### src/rtl/frame_dump_pkg.sv
// Shared types and constants for the preview framebuffer dump sequencer.
// Header layout: two sync bytes, then the frame width and height.
package frame_dump_pkg;

  typedef enum logic [2:0] {
    IDLE,
    HDR,
    FETCH,
    LATCH,
    SEND,
    NEXT,
    DONE
  } dump_state_t;

  localparam logic [7:0] SYNC0 = 8'hA5;
  localparam logic [7:0] SYNC1 = 8'h5A;

  function automatic logic [7:0] header_byte(input logic [1:0] idx,
                                             input logic [7:0] width,
                                             input logic [7:0] height);
    logic [7:0] b;
    case (idx)
      2'd0:    b = SYNC0;
      2'd1:    b = SYNC1;
      2'd2:    b = width;
      default: b = height;
    endcase
    return b;
  endfunction

endpackage

### src/rtl/btn_debounce.sv
// Button synchroniser plus low-time qualifier: a press only counts after the
// synchronised button has been released for a full saturated count.
module btn_debounce #(
  parameter int DEBOUNCE_BITS = 14
) (
  input  logic clk,
  input  logic rst,
  input  logic raw,
  output logic pressed
);

  localparam logic [DEBOUNCE_BITS-1:0] CNT_ONE = DEBOUNCE_BITS'(1);

  logic                     sync_q1;
  logic                     sync_q2;
  logic [DEBOUNCE_BITS-1:0] low_count;

  always_ff @(posedge clk) begin
    if (rst) begin
      sync_q1   <= 1'b0;
      sync_q2   <= 1'b0;
      low_count <= '0;
    end else begin
      sync_q1 <= raw;
      sync_q2 <= sync_q1;
      if (sync_q2) begin
        low_count <= '0;
      end else if (!(&low_count)) begin
        low_count <= low_count + CNT_ONE;
      end
    end
  end

  // The counter clears on the cycle after the press, so this is a single pulse.
  assign pressed = sync_q2 && (&low_count);

endmodule

### src/rtl/frame_dump_ctrl.sv
// Streams a header and the whole preview framebuffer (raster order, each word
// MSB first) to the debug UART, pacing every byte against busy plus a holdoff.
module frame_dump_ctrl
  import frame_dump_pkg::*;
#(
  parameter int WIDTH         = 40,
  parameter int HEIGHT        = 30,
  parameter int HOLDOFF_BITS  = 13,
  parameter int DEBOUNCE_BITS = 14
) (
  input  logic        sys_clk_i,
  input  logic        sys_rst_i,
  input  logic        btn_i,
  input  logic        start_i,
  output logic [5:0]  read_x,
  output logic [4:0]  read_y,
  input  logic [31:0] read_q,
  input  logic        uart_busy_i,
  output logic        uart_wr_o,
  output logic [7:0]  uart_dat_o,
  output logic        busy_o,
  output logic        done_o
);

  localparam logic [5:0]              X_LAST   = 6'(WIDTH - 1);
  localparam logic [4:0]              Y_LAST   = 5'(HEIGHT - 1);
  localparam logic [7:0]              HDR_W    = 8'(WIDTH);
  localparam logic [7:0]              HDR_H    = 8'(HEIGHT);
  localparam logic [HOLDOFF_BITS-1:0] HOLD_ONE = HOLDOFF_BITS'(1);

  dump_state_t             state, state_nxt;
  logic [5:0]              x_nxt;
  logic [4:0]              y_nxt;
  logic [1:0]              hdr_idx, hdr_idx_nxt;
  logic [1:0]              byte_idx, byte_idx_nxt;
  logic [31:0]             shreg, shreg_nxt;
  logic                    wr_nxt;
  logic [7:0]              dat_nxt;
  logic                    done_nxt;
  logic [HOLDOFF_BITS-1:0] holdoff;
  logic                    btn_pressed;
  logic                    trigger;
  logic                    ready;

  btn_debounce #(
    .DEBOUNCE_BITS(DEBOUNCE_BITS)
  ) u_btn_debounce (
    .clk    (sys_clk_i),
    .rst    (sys_rst_i),
    .raw    (btn_i),
    .pressed(btn_pressed)
  );

  // Counts consecutive quiet cycles; any strobe or UART activity restarts it.
  always_ff @(posedge sys_clk_i) begin
    if (sys_rst_i || uart_busy_i || uart_wr_o) begin
      holdoff <= '0;
    end else if (!(&holdoff)) begin
      holdoff <= holdoff + HOLD_ONE;
    end
  end

  assign ready   = (&holdoff) && !uart_busy_i && !uart_wr_o;
  assign trigger = start_i || btn_pressed;
  assign busy_o  = (state != IDLE);

  always_ff @(posedge sys_clk_i) begin
    if (sys_rst_i) begin
      state      <= IDLE;
      read_x     <= '0;
      read_y     <= '0;
      hdr_idx    <= '0;
      byte_idx   <= '0;
      shreg      <= '0;
      uart_wr_o  <= 1'b0;
      uart_dat_o <= '0;
      done_o     <= 1'b0;
    end else begin
      state      <= state_nxt;
      read_x     <= x_nxt;
      read_y     <= y_nxt;
      hdr_idx    <= hdr_idx_nxt;
      byte_idx   <= byte_idx_nxt;
      shreg      <= shreg_nxt;
      uart_wr_o  <= wr_nxt;
      uart_dat_o <= dat_nxt;
      done_o     <= done_nxt;
    end
  end

  always_comb begin
    state_nxt    = state;
    x_nxt        = read_x;
    y_nxt        = read_y;
    hdr_idx_nxt  = hdr_idx;
    byte_idx_nxt = byte_idx;
    shreg_nxt    = shreg;
    wr_nxt       = 1'b0;
    dat_nxt      = uart_dat_o;
    done_nxt     = 1'b0;

    case (state)
      IDLE: begin
        if (trigger) begin
          hdr_idx_nxt = '0;
          x_nxt       = '0;
          y_nxt       = '0;
          state_nxt   = HDR;
        end
      end
      HDR: begin
        if (ready) begin
          wr_nxt      = 1'b1;
          dat_nxt     = header_byte(hdr_idx, HDR_W, HDR_H);
          hdr_idx_nxt = hdr_idx + 2'd1;
          if (hdr_idx == 2'd3) state_nxt = FETCH;
        end
      end
      FETCH: state_nxt = LATCH;
      LATCH: begin
        shreg_nxt    = read_q;
        byte_idx_nxt = '0;
        state_nxt    = SEND;
      end
      SEND: begin
        if (ready) begin
          wr_nxt       = 1'b1;
          dat_nxt      = shreg[31:24];
          shreg_nxt    = {shreg[23:0], 8'h00};
          byte_idx_nxt = byte_idx + 2'd1;
          if (byte_idx == 2'd3) state_nxt = NEXT;
        end
      end
      NEXT: begin
        if (read_x == X_LAST) begin
          if (read_y == Y_LAST) begin
            state_nxt = DONE;
          end else begin
            x_nxt     = '0;
            y_nxt     = read_y + 5'd1;
            state_nxt = FETCH;
          end
        end else begin
          x_nxt     = read_x + 6'd1;
          state_nxt = FETCH;
        end
      end
      DONE: begin
        done_nxt  = 1'b1;
        state_nxt = IDLE;
      end
      default: state_nxt = IDLE;
    endcase
  end

endmodule

### config.mk
export PLATFORM = sky130hd
export DESIGN_NAME = frame_dump_ctrl
export DESIGN_NICKNAME = d
export VERILOG_FILES = /design/src/rtl/frame_dump_pkg.sv /design/src/rtl/btn_debounce.sv /design/src/rtl/frame_dump_ctrl.sv
export SDC_FILE = /design/constraint.sdc
export NUM_CORES = 1
export LEC_CHECK = 0
export BUFFER_PORTS_ARGS = -buffer_cell sky130_fd_sc_hd__buf_2
export CORE_UTILIZATION = 35
export CTS_CLUSTER_SIZE = 25
export DETAILED_ROUTE_END_ITERATION = 7
export PLACE_DENSITY_LB_ADDON = 0.05
export SYNTH_ARGS = -nofsm -noshare
export SYNTH_HDL_FRONTEND = slang
export SYNTH_SLANG_ARGS = --single-unit
### constraint.sdc
create_clock -name sys_clk_i -period 2.4 [get_ports sys_clk_i]
set_input_delay 0.36 -clock sys_clk_i [delete_from_list [all_inputs] [get_ports sys_clk_i]]
set_output_delay 0.36 -clock sys_clk_i [all_outputs]
set_load 0.01 [all_outputs]
==> impl_metrics.csv, run 1 <==
group,metric,value,unit
drt,wl_per_cell,13.4,µm
synthesis,ys_ff_latch,89,
setup_path,slowest_stage,"nor4_1",
timing,max_freq,461,MHz
global_routing,antenna_found_initial,0,
clock_network,cts_root_buf,"clkbuf_16",
layout,drive_gt1_share,17.3,%
layout,final_area,4790,µm²
floorplanning,die_x,110,µm
timing,rsz0062_at_grt,"no",
clock_network,cts_setup_buffers,0,
drt,drt-total-wl,8840,µm
synthesis,synthCells,459,
setup_path,r2r_setup_slack,0.23,ns
setup_path,r2r-end,"read_y[1]",
power_and_ir_drop,comb_power_share,13.3,%
placed_design,place_congestion,0.772,
setup_path,crit_path_start_kind,"flop",
clock_network,cts_max_path_buffers,2,
timing,skew,0.00736,ns
drt,vias,3365,
timing,setup_viol,0,
synthesis,post_synth_instance_area,4080,µm²
power_and_ir_drop,internal_power,2.56,mW
floorplanning,die_area,12100,µm²
setup_path,path_buf_inv,0,
drt,met1_length,4350,µm
timing,setup-tns-final,0,ns
placed_design,dp.cells,645,
floorplanning,coreArea,11400,µm²
power_and_ir_drop,p_sw,850,µW
power_and_ir_drop,pwr-share-clk,38.5,%
clock_network,cts_tree,"yes",
global_routing,grt-ovfl-total,0,
synthesis,ys_types,48,
clock_network,clk_latency,0.33,ns
synthesis,synth_edf_count,0,
setup_path,required,2.62,ns
global_routing,grt_pass1_vias,3080,
setup_path,end_kind,"flop",
layout,syn2layout_area_growth,17.4,%
power_and_ir_drop,power_frac_seq,48.2,%
floorplanning,io_pins,59,
power_and_ir_drop,p_per_area,712,nW/µm²
timing,min_period_over_period,90.4,%
placed_design,hpwl,6310,µm
placed_design,placed_area,4520,µm²
drt,drc,0,
drt,met2_wirelength,4060,µm
clock_network,clkTransAtPathRegs,0.06,ns
setup_path,cp_cell_sequence,"ha_1 > nand3_1 > nor4_1 > o21bai_1 > nand2_1 > mux2_2",
clock_network,cts_buffers,9,
setup_path,worst-setup-path-type,"flop to flop",
synthesis,synth_nets,507,
power_and_ir_drop,ir_worst_vdd,0.412,mV
timing,worst_pin_slew,0.611,ns
synthesis,synth.avg_cell_area,8.89,µm²
drt,first_pass_iters,5,
global_routing,grt_max_degree,37,
power_and_ir_drop,leakage,1.72,nW
floorplanning,die_y,110,µm
synthesis,async_flop_share,0,%
clock_network,hold_buffers,0,
drt,drt-vias-per-instance,5.11,
setup_path,worst_r2r_path_depth,6,
placed_design,io_buffers,58,
outcome,status,"finished, final reports clean",
synthesis,synth.yosys.warnings,0,
floorplanning,num_rows,39,
setup_path,path_delay_family,"simple AND/OR/NAND/NOR gates",
power_and_ir_drop,total_power,3.41,mW
drt,drt_first_iter_violations,202,
layout,nNetsFinal,561,
layout,n_fill_cell,1174,
drt,ant_nets,0,
timing,hold_viol_final,0,
worst_hold_path,holdPathStages,2,
synthesis,ys_seq_area_share,43.7,%
synthesis,synthFlopType,"dfxtp_1",
timing,period_minus_slack,2.17,ns
global_routing,grt_first_pass_wirelength,14900,µm
setup_path,timing.rr.start,"u_btn_debounce.low_count[0]",
clock_network,cts_resized,0,
layout,diodes,0,
timing,slew_headroom,59.0,%
clock_network,clkSinkCount,89,
drt,wl_met3,311,µm
power_and_ir_drop,swShare,24.9,%
worst_hold_path,holdCritStartpoint,"btn_i",
drt,top_layer_used,"met4",
timing,slew_viol_final,0,
worst_hold_path,hold_end,"u_btn_debounce.sync_q1",
layout,final_cells,658,
setup_path,cpPeakStageDelay,0.56,ns
floorplanning,start_util,35.9,%
global_routing,grtUsageTotal,15.9,%
setup_path,crit_arrival,2.38,ns
clock_network,cts-htree-levels,3,
job,drv_cap,0,
worst_hold_path,min_path_type,"input pin to flop",
setup_path,critPathMaxFanout,6,
synthesized netlist by cell type (all sizes together), types with 2 or more instances:
master | n | area [µm²]
o211ai | 4 | 30.0
o32ai | 2 | 17.5
xor2 | 8 | 70.1
buf | 13 | 70.1
nor4 | 4 | 31.3
nand3b | 2 | 15.0
xnor2 | 7 | 61.3
nor3b | 4 | 30.0
a31oi | 3 | 18.8
a22o | 8 | 70.1
ha | 11 | 138
a311oi | 3 | 26.3
and2 | 4 | 25.0
nand2b | 6 | 37.5
and4 | 6 | 52.6
nand4b | 3 | 26.3
dfxtp | 89 | 1780
o31ai | 3 | 36.3
nand4 | 7 | 43.8
a21oi | 18 | 90.1
and3 | 4 | 25.0
clkbuf | 11 | 41.3
mux2i | 27 | 270
nor2 | 67 | 251
or3 | 6 | 37.5
inv | 5 | 18.8
nand3 | 17 | 90.1
a211oi | 32 | 240
o21ai | 9 | 45.0
o22ai | 2 | 12.5
nor2b | 5 | 31.3
or2 | 4 | 25.0
o21a | 2 | 15.0
o21bai | 3 | 22.5
nand2 | 40 | 150
nor3 | 13 | 65.1
mux2 | 3 | 33.8
cells in the final DEF, fill, tap and decap left out, types with 4 or more instances in the layout:
cell,Yosys,layout
dfxtp_1,89,89
nor2_1,67,67
buf_2,8,58
nand2_1,40,40
a211oi_1,32,32
mux2i_1,27,27
a21oi_1,18,18
nand3_1,16,16
nor3_1,13,13
ha_1,11,11
clkbuf_16,0,9
xor2_1,8,8
o21ai_0,8,8
a22o_1,8,8
buf_4,3,8
nand4_1,7,7
xnor2_1,7,7
or3_1,6,6
and4_1,6,6
nand2b_1,6,6
inv_1,5,5
nor2b_1,5,5
and3_1,4,4
or2_2,4,4
o211ai_1,4,4
metrics by stage:
step	utilization [%]	setup WS, ns	hold WS, ns
floorplan	-	0.503	0.414
CTS	42.1	0.268	0.221
finish	42.1	0.231	0.233
detailed placement	39.8	0.281	0.439
global placement	39.8	0.336	0.435
global route	42.1	0.0700	0.226
sequential cells by signal, summed over array words and instances (netlist names):
name and flops:
u_btn_debounce.low_count 14, done_o 1, read_y 5, u_btn_debounce.sync_q1 1, shreg 32, read_x 6, uart_dat_o 8, state 3
holdoff 13, hdr_idx 2, uart_wr_o 1, byte_idx 2, u_btn_debounce.sync_q2 1
kinds of logic after synthesis:
group	after synthesis	synth area share [%]
XOR/XNOR	15	3.22
AND/OR/NAND/NOR	194	23.4
multiplexers	30	7.45
adder cells (fa/ha/maj)	11	3.37
AO/OA/AOI/OAI	91	15.7
flip-flops	89	43.7
buffers and inverters	29	3.19
final cells by class:
type	count	area, µm²	area share (%)
tap	143	179	3.74
timing repair buffer	67	370	7.73
clock inverter	1	30.0	0.627
clock buffer	12	236	4.94
sequential	89	1780	37.2
inverter	5	18.8	0.392
multi-input combinational	341	2170	45.4
how the worst max path moves through the flow:
stage	from	slack, ns	depth (start not counted)	to
floorplan	u_btn_debounce.low_count[0]	0.50	6	read_y[1]
detailed placement	u_btn_debounce.low_count[0]	0.28	6	read_y[1]
CTS	u_btn_debounce.low_count[0]	0.27	6	read_y[1]
global placement	u_btn_debounce.low_count[0]	0.34	6	read_y[1]
finish	u_btn_debounce.low_count[0]	0.23	6	read_y[1]
global route	u_btn_debounce.low_count[0]	0.07	6	read_y[1]
routing by layer:
layer,global-route usage [%],vias up
li1,-,1765
met2,25.0,59
met3,3.76,10
met5,0,-
met4,5.05,0
met1,21.5,1531
worst reg2reg max path: cells and delay by family, from the launching register on:
family                   cells  cell delay (ns)
AND/OR/NAND/NOR              3             0.94
flip-flops                   1             0.37
multiplexers                 1             0.35
adder cells (fa/ha/maj)      1             0.22
AO/OA/AOI/OAI                1             0.16
power by group through the flow:
stage | registers (mW) | logic (mW) | clock network [mW]
final | 1.64 | 0.454 | 1.31
after global routing | 1.66 | 0.512 | 1.42
after CTS | 1.64 | 0.461 | 1.36
after detailed placement | 1.68 | 0.459 | 0
after global placement | 1.67 | 0.455 | 0
after floorplan | 1.63 | 0.361 | 0
Note: power is estimated with default switching activity, not from simulation.
==> run 2, diff against run 1 <==
- SYNTH_HIERARCHICAL: not set -> 1
==> run 2 against run 1 <==
  * The flow now finishes with violations (design-rule violations)
  * Fmax is 1.1% higher
  * First-iteration DRC count is 11% lower
  * Power fell by 9.5%
  * Core utilization is 0.34 points higher
  * Synthesized area unchanged
  * Synthesized cell count increased by 3.1%
  * Sequential share of layout area down 0.30 points
  * Worst hold slack worse by 0.0070 ns
  * Wire length up 5.9%
  * Cell count rose by 2.7%
  * Die area unchanged
  * Clock skew is 0.0027 ns lower
==> impl_metrics.csv, run 2 <==
group,metric,value,unit
setup_path,timing.rr.start,"u_btn_debounce/low_count[0]",
clock_network,cts_root_buf,"clkbuf_16",
worst_hold_path,hold_end,"u_btn_debounce/sync_q1",
synthesis,synth.avg_cell_area,8.63,µm²
layout,drive_gt1_share,22.3,%
clock_network,hold_buffers,0,
synthesis,synth.top_cells.by_count,"nor2_1, dfxtp_1, a21oi_1, nand2_1, nand3_1",
setup_path,critPathMaxFanout,8,
timing,rsz0062_at_grt,"no",
global_routing,grt_max_degree,33,
synthesis,synth_top_family_by_area,"simple AND/OR/NAND/NOR gates",
synthesis,ys_top_cells_by_area,"dfxtp_1, nor2_1, o221a_2",
worst_hold_path,holdPathStages,2,
setup_path,crit_path_start_kind,"flop",
clock_network,cts_max_path_buffers,2,
synthesis,synth_compound_area_share,17.9,%
timing,min_period_over_period,89.4,%
power_and_ir_drop,total_power,3.09,mW
synthesis,synth_nets,521,
placed_design,hpwl,6690,µm
synthesis,muxShareOfSynthArea,1.53,%
layout,n_fill_cell,1168,
power_and_ir_drop,p_per_area,639,nW/µm²
timing,slew_viol_final,0,
setup_path,crit_arrival,2.40,ns
drt,drc,2,
layout,layout_commonest_cell,"nor2_1",
timing,setup_viol,0,
power_and_ir_drop,leakage,1.91,nW
clock_network,clkTransAtPathRegs,0.06,ns
synthesis,synthXorXnorAreaFrac,3.22,%
timing,hold_viol_final,0,
timing,setup-tns-final,0,ns
layout,nNetsFinal,577,
global_routing,grtUsageTotal,16.5,%
drt,drt-vias-per-instance,5.18,
clock_network,clkSinkCount,89,
global_routing,grt_pass1_vias,3168,
drt,drt_first_iter_violations,179,
timing,holdWs,0.226,ns
clock_network,cts_buffers,9,
setup_path,required,2.65,ns
synthesis,ys_seq_area_share,43.7,%
setup_path,r2r-end,"read_y[1]",
timing,skew,0.00463,ns
worst_hold_path,holdCritStartpoint,"btn_i",
clock_network,clk_latency,0.34,ns
floorplanning,start_util,35.9,%
synthesis,synth_top_area_share,43.7,%
setup_path,r2r_setup_slack,0.25,ns
floorplanning,coreArea,11400,µm²
floorplanning,die_x,110,µm
power_and_ir_drop,ir_worst_vdd,0.460,mV
drt,first_pass_iters,6,
synthesis,yosys.area_share.simple,27.0,%
placed_design,place_congestion,0.773,
layout,diodes,0,
timing,slew_headroom,59.7,%
layout,largest_register_ffs,32,
synthesis,synthFlopType,"dfxtp_1",
timing,period_minus_slack,2.15,ns
floorplanning,io_pins,59,
clock_network,cts_resized,0,
clock_network,cts_tree,"yes",
floorplanning,die_y,110,µm
layout,top_register,"shreg",
clock_network,cts_setup_buffers,0,
global_routing,antenna_found_initial,0,
synthesis,async_flop_share,0,%
outcome,status,"finished with violations",
setup_path,crit_start,"u_btn_debounce/low_count[0]",
layout,syn2layout_area_growth,18.3,%
placed_design,io_buffers,58,
synthesis,synthAdderAreaFrac,3.37,%
synthesis,synth_edf_count,0,
synthesis,synth.yosys.warnings,6,
global_routing,grt_first_pass_wirelength,15400,µm
setup_path,worst-setup-path-type,"flop to flop",
placed_design,dp.cells,661,
job,drv_cap,0,
outcome,violations,"design-rule violations",
setup_path,worst_r2r_path_depth,7,
floorplanning,die_area,12100,µm²
global_routing,grt-ovfl-total,0,
drt,drt-total-wl,9360,µm
worst_hold_path,min_path_type,"input pin to flop",
drt,wl_per_cell,13.8,µm
timing,worst_pin_slew,0.598,ns
drt,ant_nets,0,
synthesis,post_synth_instance_area,4080,µm²
drt,vias,3503,
synthesis,ys_types,56,
timing,max_freq,466,MHz
floorplanning,num_rows,39,
clock_network,cts-htree-levels,3,
layout,reg_top3,"shreg (32), u_btn_debounce/low_count (14), holdoff (13)",
synthesis,synth.most_common_cell,"nor2_1",
layout,final_cells,676,
layout,post-route-util,42.5,%
setup_path,end_kind,"flop",
synthesis,ys_ff_latch,89,
layout,final_cell_mix,"nor2_1, dfxtp_1, buf_2, a21oi_1, nand2_1",
synthesis,synth.largest_area_cell,"dfxtp_1",
synthesis,synthCells,473,
## run 2: changes by cell type after synthesis, moves of 9 or more
cell and delta:
nor2_1 +23, nand3_1 +11, nand2_1 -9, a211oi_1 -24
a21oi_1 +13, o221a_2 +24, mux2i_1 -23
## run 2: layer usage
metal | track usage (%) | vias up | part of all wire (%)
li1 | - | 1822 | -
met1 | 21.4 | 1628 | 49
met2 | 26.7 | 46 | 47
met3 | 5.17 | 7 | 3.5
met4 | 4.00 | 0 | 1.0
met5 | 0 | - | 0
## run 2: worst max-delay path, stage by stage (launching register included)
cell      delay, ns
dfxtp_1        0.33
ha_1           0.23
nand2_1        0.13
nor4_2         0.06
and2_1         0.21
o21ai_0        0.51
nand2b_1       0.35
a211oi_1       0.24
## run 2: cell families (layout without fill, tap and decap cells)
logic type	Yosys count	in the layout
XOR/XNOR	15	15
multiplexers	6	6
flip-flops	89	89
buffers and inverters	33	93
adder cells (fa/ha/maj)	11	11
AND/OR/NAND/NOR	220	220
AO/OA/AOI/OAI	99	99
## run 2: through the flow
stage | worst slack [ns] | area, µm²
global placement | 0.366 | 4530
global route | 0.0213 | 4830
finish | 0.254 | 4830
CTS | 0.240 | 4830
floorplan | 0.356 | 4080
detailed placement | 0.264 | 4530
## run 2: worst max path at each step
| stage | end | cells after the start |
|---|---|---|
| 2_1_floorplan | read_y[2] | 8 |
| 3_3_place_gp | read_y[1] | 7 |
| 3_5_place_dp | read_y[1] | 7 |
| 4_1_cts | read_y[1] | 7 |
| 5_1_grt | read_y[1] | 7 |
| 6_report | read_y[1] | 7 |
## run 2: power by group
group	total [mW]	leakage (nW)	internal, mW	switching, mW
sequential	1.51	0.719	1.49	0.0196
combinational	0.166	1.05	0.0727	0.0938
clock	1.41	0.142	0.858	0.548
## run 2: cell type report
class	count	area, µm²	share of cell area [%]
Timing Repair Buffer	69	373	7.72
Inverter	9	33.8	0.700
Sequential cell	89	1780	36.9
Clock buffer	13	260	5.39
Multi-Input combinational cell	351	2160	44.8
Clock inverter	2	37.5	0.777
Tap cell	143	179	3.71
==> run 3, diff against run 2 <==
- PLACE_DENSITY: not set -> 0.63
- PLACE_DENSITY_LB_ADDON: 0.05 -> not set
- SKIP_CTS_REPAIR_TIMING: not set -> 1
==> run 3 against run 2 <==
  * Critical path type unchanged
  * Critical endpoint is now hdr_idx[0]
  * Sequential power about the same
  * Critical path depth unchanged
  * Design area shrank 0.13%
  * Largest cell class unchanged
  * The run now ends clean
==> impl_metrics.csv, run 3 (synthesis gave the netlist of run 2 again) <==
group,metric,value,unit
setup_path,r2r-end,"hdr_idx[0]",
timing,skew,0.00748,ns
power_and_ir_drop,leakage,1.91,nW
layout,syn2layout_area_growth,18.2,%
clock_network,clkSinkCount,89,
timing,slew_viol_final,0,
setup_path,required,2.68,ns
drt,first_pass_iters,4,
clock_network,cts_tree,"yes",
layout,post-route-util,42.4,%
layout,reg_top3,"shreg (32), u_btn_debounce/low_count (14), holdoff (13)",
timing,max_freq,481,MHz
drt,drt-vias-per-instance,5.25,
timing,period_minus_slack,2.08,ns
clock_network,clkTransAtPathRegs,0.07,ns
global_routing,grt_first_pass_wirelength,15000,µm
timing,slew_headroom,59.5,%
clock_network,cts_root_buf,"clkbuf_16",
setup_path,worst-setup-path-type,"flop to flop",
clock_network,cts_max_path_buffers,2,
drt,ant_nets,0,
timing,setup_viol,0,
timing,setup-tns-final,0,ns
drt,wl_per_cell,13.4,µm
power_and_ir_drop,total_power,3.13,mW
global_routing,grt_max_degree,45,
floorplanning,die_area,12100,µm²
floorplanning,die_y,110,µm
layout,layout_commonest_cell,"nor2_1",
timing,hold_viol_final,0,
timing,worst_pin_slew,0.600,ns
power_and_ir_drop,ir_worst_vdd,0.280,mV
layout,nNetsFinal,574,
placed_design,hpwl,6440,µm
layout,final_cells,674,
power_and_ir_drop,p_per_area,650,nW/µm²
setup_path,end_kind,"flop",
global_routing,grt-ovfl-total,0,
setup_path,r2r_setup_slack,0.32,ns
drt,vias,3537,
job,drv_cap,0,
drt,drc,0,
floorplanning,die_x,110,µm
global_routing,grtUsageTotal,15.8,%
setup_path,critPathMaxFanout,6,
layout,n_fill_cell,1115,
placed_design,place_congestion,0.797,
setup_path,crit_path_start_kind,"flop",
global_routing,antenna_found_initial,0,
timing,min_period_over_period,86.7,%
floorplanning,start_util,35.9,%
placed_design,dp.cells,658,
clock_network,cts_buffers,9,
drt,drt_first_iter_violations,152,
setup_path,crit_start,"holdoff[0]",
clock_network,clk_latency,0.34,ns
layout,drive_gt1_share,22.4,%
outcome,status,"finished, final reports clean",
layout,largest_register_ffs,32,
placed_design,io_buffers,58,
global_routing,grt_pass1_vias,3262,
layout,diodes,0,
setup_path,worstSetupEndpoint,"hdr_idx[0]",
setup_path,crit_arrival,2.36,ns
layout,top_register,"shreg",
placed_design,dp_slack,0.307,ns
layout,final_cell_mix,"nor2_1, dfxtp_1, buf_2, a21oi_1, nand2_1",
setup_path,worst_r2r_path_depth,7,
floorplanning,io_pins,59,
worst_hold_path,min_path_type,"input pin to flop",
timing,timing.final.ws_setup,0.320,ns
setup_path,timing.rr.start,"holdoff[0]",
clock_network,cts-htree-levels,3,
floorplanning,coreArea,11400,µm²
drt,drt-total-wl,9060,µm
floorplanning,num_rows,39,
timing,rsz0062_at_grt,"no",
==> run 3: worst max-delay path, stage by stage, from the launching register on <==
cell and delay, ns:
dfxtp_1 0.37, ha_1 0.24, nand4_1 0.23, nor4_4 0.42, buf_4 0.22, nand3_1 0.11
mux2_1 0.34, nor2_1 0.09
==> run 3: final cells by class <==
type                    count  area [µm²]  share of cell area, %
clock buffers              11         253                   5.24
inverters                   9        33.8                  0.701
clock inverters             5        61.3                   1.27
well taps                 143         179                   3.71
multi-input cells         351        2160                   44.9
repair buffers             66         350                   7.27
flip-flops and latches     89        1780                   36.9
==> run 3: metal layers <==
metal,share of wire (%),vias to the layer above,GRT usage [%]
li1,-,1818,-
met1,47,1646,20.2
met2,47,60,26.1
met3,3.9,13,3.47
met4,1.5,0,5.90
met5,0,-,0
==> run 3: stage by stage <==
stage | hold WS [ns] | area (µm²)
floorplan | 0.414 | 4080
global placement | 0.435 | 4510
detailed placement | 0.437 | 4510
CTS | 0.222 | 4820
global route | 0.241 | 4820
finish | 0.238 | 4820
==> run 3: power by group <==
| part | internal, mW | leakage (nW) | switching [mW] |
|---|---|---|---|
| logic | 0.0689 | 1.04 | 0.0925 |
| clock network | 0.869 | 0.156 | 0.590 |
| registers | 1.49 | 0.719 | 0.0198 |
==> run 3: worst min path at each step <==
stage                     depth (start not counted)  slack (ns)                    from                endpoint
after floorplan                                   1        0.41  u_btn_debounce/sync_q1  u_btn_debounce/sync_q2
after global placement                            1        0.43  u_btn_debounce/sync_q1  u_btn_debounce/sync_q2
after detailed placement                          1        0.44  u_btn_debounce/sync_q1  u_btn_debounce/sync_q2
after CTS                                         2        0.22                   btn_i  u_btn_debounce/sync_q1
after global routing                              2        0.24                   btn_i  u_btn_debounce/sync_q1
final                                             2        0.24                   btn_i  u_btn_debounce/sync_q1
